===== src/rtl/pipe_ctrl.sv =====
// Pipeline stall/flush controller: load-use and multi-cycle EX stalls,
// wrong-path squash behind decode-resolved branches, stall-cycle counter.
module pipe_ctrl #(
  parameter int unsigned MULTI_CYCLES = 4,
  parameter int unsigned CNT_W        = 16
) (
  input  logic             clk,
  input  logic             rst,
  input  logic             id_reg1_read,
  input  logic             id_reg2_read,
  input  logic [4:0]       id_reg1_addr,
  input  logic [4:0]       id_reg2_addr,
  input  logic             id_branch_flag,
  input  logic             ex_wreg,
  input  logic [4:0]       ex_wd,
  input  logic             ex_is_load,
  input  logic             ex_multi,
  output logic [5:0]       stall,
  output logic             flush_id,
  output logic             ex_busy,
  output logic             ex_done,
  output logic [CNT_W-1:0] stall_cnt
);

  localparam logic [3:0] CNT_LOAD = 4'(MULTI_CYCLES - 1);
  localparam logic [CNT_W-1:0] CNT_MAX = {CNT_W{1'b1}};

  typedef enum logic [1:0] {IDLE, BUSY, DONE} state_t;

  state_t     state;
  logic [3:0] cnt;
  logic       busy_q;
  logic       done_q;
  logic       flush_q;
  logic       lu_req;
  logic       mc_req;
  logic       id_hit;

  // Hazard requests; a squashed ID instruction cannot cause a load-use stall
  always_comb begin
    id_hit = (id_reg1_read && (id_reg1_addr == ex_wd)) ||
             (id_reg2_read && (id_reg2_addr == ex_wd));
    lu_req = ex_is_load && ex_wreg && (ex_wd != 5'd0) && id_hit && !flush_q;
    mc_req = ((state == IDLE) && ex_multi) || (state == BUSY);
  end

  // Stall vector; multi-cycle stall dominates and holds EX as well
  always_comb begin
    stall = 6'b000000;
    if (!rst) begin
      if (mc_req) begin
        stall = 6'b001111;
      end else if (lu_req) begin
        stall = 6'b000111;
      end
    end
  end

  // Multi-cycle EX sequencer; DONE ignores ex_multi since the op is still in EX
  always_ff @(posedge clk) begin
    if (rst) begin
      state  <= IDLE;
      cnt    <= 4'd0;
      busy_q <= 1'b0;
      done_q <= 1'b0;
    end else begin
      case (state)
        IDLE: begin
          if (ex_multi) begin
            state  <= BUSY;
            cnt    <= CNT_LOAD;
            busy_q <= 1'b1;
          end
        end
        BUSY: begin
          cnt <= cnt - 4'd1;
          if (cnt == 4'd1) begin
            state  <= DONE;
            busy_q <= 1'b0;
            done_q <= 1'b1;
          end
        end
        DONE: begin
          state  <= IDLE;
          done_q <= 1'b0;
        end
        default: begin
          state  <= IDLE;
          busy_q <= 1'b0;
          done_q <= 1'b0;
        end
      endcase
    end
  end

  // One-cycle squash pulse once a taken branch actually advances out of ID
  always_ff @(posedge clk) begin
    if (rst) begin
      flush_q <= 1'b0;
    end else begin
      flush_q <= id_branch_flag && !stall[2] && !flush_q;
    end
  end

  // Saturating count of cycles in which the PC is held
  always_ff @(posedge clk) begin
    if (rst) begin
      stall_cnt <= '0;
    end else if (stall[0] && (stall_cnt != CNT_MAX)) begin
      stall_cnt <= stall_cnt + CNT_W'(1);
    end
  end

  assign flush_id = flush_q;
  assign ex_busy  = busy_q;
  assign ex_done  = done_q && !rst;

endmodule

===== config.mk =====
export PLATFORM = sky130hd
export DESIGN_NAME = pipe_ctrl
export DESIGN_NICKNAME = d
export VERILOG_FILES = /design/src/rtl/pipe_ctrl.sv
export SDC_FILE = /design/constraint.sdc
export NUM_CORES = 1
export LEC_CHECK = 0
export CAP_MARGIN = 20
export CORE_MARGIN = 2
export CORE_UTILIZATION = 35
export CTS_CLUSTER_DIAMETER = 50
export DETAILED_ROUTE_END_ITERATION = 8
export GPL_ROUTABILITY_DRIVEN = 0
export PLACE_DENSITY = 0.73
export SLEW_MARGIN = 5
export SYNTH_ARGS = -nofsm -noshare
export SYNTH_HDL_FRONTEND = slang
export SYNTH_SLANG_ARGS = --single-unit

===== constraint.sdc =====
create_clock -name clk -period 2.4 [get_ports clk]
set_input_delay 0.48 -clock clk [delete_from_list [all_inputs] [get_ports clk]]
set_output_delay 0.48 -clock clk [all_outputs]
set_load 0.05 [all_outputs]

==> results of run 1 <==
sequential cells by signal (all words and copies together), names as in the netlist:
register   flops
stall_cnt     16
ex_busy        1
flush_id       1
done_q         1
cnt            4
state          2
worst register-to-register path, stage by stage, from the launching register on:
cell	delay, ns
dfxtp_1	0.40
ha_1	0.22
nand2_1	0.09
nor2_1	0.17
nand2_1	0.14
nor2_2	0.31
buf_4	0.23
nor3b_1	0.06
o21a_1	0.18
repair_timing:
item,4_1_cts,5_1_grt
endpoints found under the setup margin,3,9
pin swaps,2,7
buffers inserted,1,0
hold endpoints to repair,0,0
resized for setup,11,8
gates cloned,0,0
placed cells by master, fill, tap and decap left out, types with 4 or more instances in the layout:
cell type and count:
a21oi_1 10, buf_4 13, clkdlybuf4s50_1 30, dfxtp_1 24, dlygate4sd2_1 5, dlymetal6s2s_1 5
inv_1 5, nand2_1 9, nand3_1 7, nand4_1 5, nor2_1 12, nor2b_1 5
o31ai_1 6, o41ai_1 4, or4_1 7, xnor2_1 10
stage by stage:
stage	util [%]	power, W	cell area, sq um	cells
finish	55.3	0.000939	2050	262
global route	55.3	0.000986	2050	262
CTS	54.5	0.000951	2030	262
detailed placement	52.7	0.000691	1960	257
global placement	52.7	0.000689	1960	257
floorplan	-	0.000594	1400	162
cell families after synthesis:
group / share of synthesized area [%]
AND/OR/NAND/NOR: 24.1
other: 0.272
buffers and inverters: 6.89
adder cells (fa/ha/maj): 2.72
XOR/XNOR: 6.35
flip-flops: 36.3
multiplexers: 3.26
AO/OA/AOI/OAI: 20.1
power by group:
part	internal [W]	leakage, nW	switching, W
registers	0.000430	0.204	0.0000139
clock network	0.000119	0.0228	0.000133
logic	0.000118	0.561	0.000125
total	0.000667	0.787	0.000272
worst paths after layout:
kind                                 startpoint       endpoint  cells past startpoint
worst max-delay path            id_reg2_addr[0]       stall[1]                      8
worst min-delay path              stall_cnt[11]  stall_cnt[11]                      2
worst max register to register     stall_cnt[0]   stall_cnt[1]                      8
worst min register to register    stall_cnt[11]  stall_cnt[11]                      2
per-layer routing:
layer	share of wire [%]	global-route usage, %
met5	0	0
met4	0.55	4.59
met3	3.9	4.05
met2	49	27.0
met1	47	21.2
cell type report:
class                   count  area (sq um)  area share, %
multi-input cells         120           811           39.5
clock buffers               4          45.0           2.19
inverters                   6          26.3           1.28
flip-flops and latches     25           502           24.4
repair buffers             59           609           29.7
well taps                  48          60.1           2.93
==> run_results.csv, run 1 <==
group,metric,value,unit
logic_synthesis,synth_commonest_cells,"dfxtp_1 (25), nor2_1 (14), a21oi_1 (10), xnor2_1 (10), nand2_1 (9)",
cells_and_area,num_antenna_cells,0,
placement,place_ws,-0.139,ns
floorplanning,start_util,37.1,%
placement,dp_hpwl,2640,microns
detailed_routing,drt_pass1_iterations,4,
grt,track_usage,16.4,%
clocking,clk_latency,0.27,ns
worst_setup_path,required,1.92,ns
logic_synthesis,yosysSeqAreaShare,36.3,%
floorplanning,fp-row-count,22,
floorplanning,dieArea,4460,sq um
worst_hold_path,hp-class,"reg -> reg",
detailed_routing,via_per_inst,5.22,
logic_synthesis,synthDominantCellAreaShare,36.3,%
timing,grt_setup_unrepaired,"no",
floorplanning,fp.dieW,66.8,microns
worst_setup_path,path_buf_inv,4,
cells_and_area,drive_above_1_share,16.4,%
logic_synthesis,synthDistinctLibCells,39,
clocking,cts_buffer_depth,2,
worst_setup_path,worstPathMaxFanout,3,
worst_setup_path,cp_slowest_stage_delay,0.47,ns
detailed_routing,totalWireLength,3280,microns
clocking,cts.sinks,25,
worst_setup_path,crit_family,"buffers and inverters",
logic_synthesis,synth.most_common_cell,"dfxtp_1",
timing,layout_setup_ws,0.0889,ns
timing,holdWs,0.492,ns
run,maxCapViolations,0,
worst_setup_path,critPathKind,"in -> out",
timing,worst_slew_pin_slew,0.525,ns
worst_setup_path,end_kind,"output pin",
power_and_ir_drop,power_density,457,nW/um^2
logic_synthesis,synth_area_leaders,"dfxtp_1 (36%), xnor2_1 (6.3%), nor2_1 (3.8%), or4_1 (3.8%), a21oi_1 (3.6%)",
logic_synthesis,synthesis.area,1380,sq um
cells_and_area,layout-area-overhead-vs-synth,48.8,%
clocking,cts-root-buf,"clkbuf_8",
logic_synthesis,netlist_instances,161,
timing,finalSetupTns,0,ns
worst_setup_path,reg2reg_slack,0.51,ns
clocking,clk_pin_slew,0.09,ns
logic_synthesis,synthFlopType,"dfxtp_1",
detailed_routing,num_vias,1368,
worst_setup_path,worst_setup_path_start_kind,"primary input",
worst_setup_path,crit_slowest_cell,"clkdlybuf4s50_1",
timing,fmax,433,MHz
worst_setup_path,cp.arrival,1.83,ns
logic_synthesis,ys_warn_count,0,
placement,portBuffers,45,
timing,skew,0.00606,ns
logic_synthesis,yosysTopAreaCell,"dfxtp_1",
run_status,status,"completed",
cells_and_area,fillerInstances,357,
timing,finalCritPeriodShare,96.3,%
detailed_routing,ant_nets,0,
logic_synthesis,syn_avg_cell_area,8.57,sq um
clocking,htree_levels,1,
floorplanning,dieHeight,66.8,microns
grt,grt_antenna_before_repair,0,
power_and_ir_drop,vdd.ir_drop.worst,489,uV
detailed_routing,wire_per_inst,12.5,microns
grt,grt-ovfl-total,0,
detailed_routing,drtIter0Drc,76,
timing,min_period,2.31,ns
clocking,holdBufCountCts,0,
floorplanning,io_pins,48,
grt,grt_pass1_vias,1287,
power_and_ir_drop,leakage,0.787,nW
grt,grt_pass1_wl,5680,microns
clocking,cts_tree,"yes",
worst_setup_path,crit_chain,"clkdlybuf4s50_1 -> xnor2_1 -> nand4_1 -> o22ai_2 -> a21oi_2 -> buf_4 -> clkinvlp_4 -> buf_8",
logic_synthesis,synth_edf_count,0,
timing,final_hold_viol_count,0,
logic_synthesis,ys_ff_latch,25,
cells_and_area,final_net_count,241,
grt,grt_max_degree,14,
floorplanning,coreArea,3720,sq um
logic_synthesis,async_reset_ff_share,0,%
timing,relSlewSlack,64.9,%
clocking,cts_buffers,3,
detailed_routing,route.detailed.drc,0,
timing,slew_violations,0,
timing,setup_viol,0,
Note: power is estimated with default switching activity, not from simulation.
==> run 2: changes to the inputs <==
- CORE_MARGIN: 2 -> unset
==> run 2 against run 1 <==
Effect of this change:
- largest cell class unchanged
- sequential cell count is the same
- sequential share of layout area is the same
- clock skew shrank 0.0032 ns
- critical endpoint is now stall[0]
- register-to-register slack lost 0.05 ns
- total power grew 0.98%
- non-clock buffer count is the same
==> run_results.csv, run 2 (synthesized netlist as in run 1, its figures left out) <==
group,metric,value,unit
cells_and_area,final_common_cell,"clkdlybuf4s50_1",
grt,grt_max_degree,23,
run_status,status,"completed",
cells_and_area,finalNonFillerCells,262,
cells_and_area,largest_register,"stall_cnt",
worst_setup_path,cp.arrival,1.85,ns
timing,relSlewSlack,65.4,%
worst_setup_path,worst_setup_path_start_kind,"primary input",
worst_setup_path,rr_startpoint,"stall_cnt[0]",
detailed_routing,route.detailed.drc,0,
worst_setup_path,crit-reg2reg-capture,"stall_cnt[1]",
worst_setup_path,crit_start,"rst",
timing,worst_slew_pin_slew,0.517,ns
grt,grt_pass1_vias,1217,
clocking,cts-root-buf,"clkbuf_8",
floorplanning,dieHeight,64.8,microns
floorplanning,start_util,37.1,%
cells_and_area,top_regs,"stall_cnt x16, cnt x4, state x2",
clocking,cts.sinks,25,
cells_and_area,layout-area-overhead-vs-synth,48.8,%
cells_and_area,seq_area,502,sq um
clocking,cts_tree,"yes",
detailed_routing,ant_nets,0,
worst_setup_path,end_kind,"output pin",
timing,fmax,430,MHz
timing,finalCritPeriodShare,96.9,%
grt,track_usage,16.5,%
timing,slew_violations,0,
power_and_ir_drop,leakage,0.762,nW
grt,grt_antenna_before_repair,0,
floorplanning,fp-row-count,22,
grt,grt-ovfl-total,0,
worst_hold_path,hold_depth,2,
run,maxCapViolations,0,
clocking,clk_latency,0.27,ns
floorplanning,coreArea,3720,sq um
detailed_routing,drtIter0Drc,88,
floorplanning,dieArea,4200,sq um
placement,place_ws,-0.232,ns
placement,dp_hpwl,2500,microns
worst_setup_path,critPathKind,"in -> out",
worst_setup_path,r2r_cells,8,
detailed_routing,num_vias,1364,
cells_and_area,num_antenna_cells,0,
worst_hold_path,min_from,"stall_cnt[14]",
cells_and_area,fillerInstances,368,
placement,placed_cells,258,
clocking,clk_pin_slew,0.09,ns
clocking,holdBufCountCts,0,
cells_and_area,layout_common_cells,"clkdlybuf4s50_1 (33), dfxtp_1 (24), buf_4 (14), nor2_1 (13), xnor2_1 (10)",
detailed_routing,drt_pass1_iterations,4,
cells_and_area,final_net_count,241,
detailed_routing,totalWireLength,3360,microns
worst_setup_path,worstPathMaxFanout,3,
placement,portBuffers,45,
power_and_ir_drop,vdd.ir_drop.worst,378,uV
timing,final_hold_viol_count,0,
worst_setup_path,reg2reg_slack,0.46,ns
cells_and_area,largest_reg_flops,16,
clocking,htree_levels,1,
detailed_routing,via_per_inst,5.21,
timing,skew,0.00287,ns
floorplanning,io_pins,48,
clocking,cts_buffer_depth,2,
cells_and_area,multi_input_area,823,sq um
timing,layout_setup_ws,0.0746,ns
worst_hold_path,hp-class,"reg -> reg",
timing,setup_viol,0,
worst_setup_path,required,1.92,ns
grt,grt_pass1_wl,5490,microns
cells_and_area,drive_above_1_share,17.8,%
power_and_ir_drop,power_density,462,nW/um^2
floorplanning,fp.dieW,64.8,microns
clocking,cts_buffers,3,
timing,min_period,2.33,ns
worst_setup_path,crit_path_end,"stall[0]",
detailed_routing,wire_per_inst,12.8,microns
[run 2: repair_timing]
item	CTS	global route
gates resized for setup	11	7
setup buffers	1	0
setup endpoints to repair	3	5
pin swaps	2	5
[run 2: cell type report]
| cell class | count | share of cell area [%] |
|---|---|---|
| Tap cell | 48 | 2.93 |
| Clock inverter | 1 | 0.366 |
| Inverter | 6 | 1.28 |
| Sequential cell | 25 | 24.4 |
| Clock buffer | 3 | 2.01 |
| Multi-Input combinational cell | 120 | 40.1 |
| Timing Repair Buffer | 59 | 28.9 |
[run 2: stage by stage]
| stage | util, % | hold slack (ns) | power [W] | TNS (ns) | instance area (sq um) |
|---|---|---|---|---|---|
| after floorplan | - | 0.472 | 0.000594 | -0.0271 | 1400 |
| after global placement | 52.5 | 0.476 | 0.000687 | -0.755 | 1950 |
| after detailed placement | 52.5 | 0.478 | 0.000690 | -1.87 | 1950 |
| after CTS | 54.7 | 0.490 | 0.000957 | 0 | 2030 |
| after global routing | 55.3 | 0.515 | 0.000997 | -0.00466 | 2050 |
| final | 55.3 | 0.495 | 0.000948 | 0 | 2050 |
[run 2: how the worst min path moves through the flow]
stage | to | slack, ns
final | stall_cnt[14] | 0.49
after global placement | stall_cnt[14] | 0.48
after CTS | stall_cnt[14] | 0.49
after detailed placement | stall_cnt[14] | 0.48
after floorplan | cnt[0] | 0.47
after global routing | stall_cnt[14] | 0.51
[run 2: where the power goes]
group / internal [W] / leakage (nW) / switching (W)
Combinational: 0.000117 / 0.536 / 0.000127
Clock: 0.000118 / 0.0217 / 0.000143
Sequential: 0.000430 / 0.204 / 0.0000133
[run 2: worst max-delay path, stage by stage]
cell and delay, ns:
clkdlybuf4s50_1 0.52, nor2_1 0.08, nand3_1 0.12, a21oi_2 0.05, a21oi_2 0.22, clkinvlp_4 0.19
buf_8 0.18
[run 2: routing by layer]
layer,up-vias,share of wire (%),GRT usage [%]
li1,702,-,-
met4,0,0.59,3.33
met3,4,3.3,3.17
met1,633,47,21.3
met2,25,49,28.3
met5,-,0,0
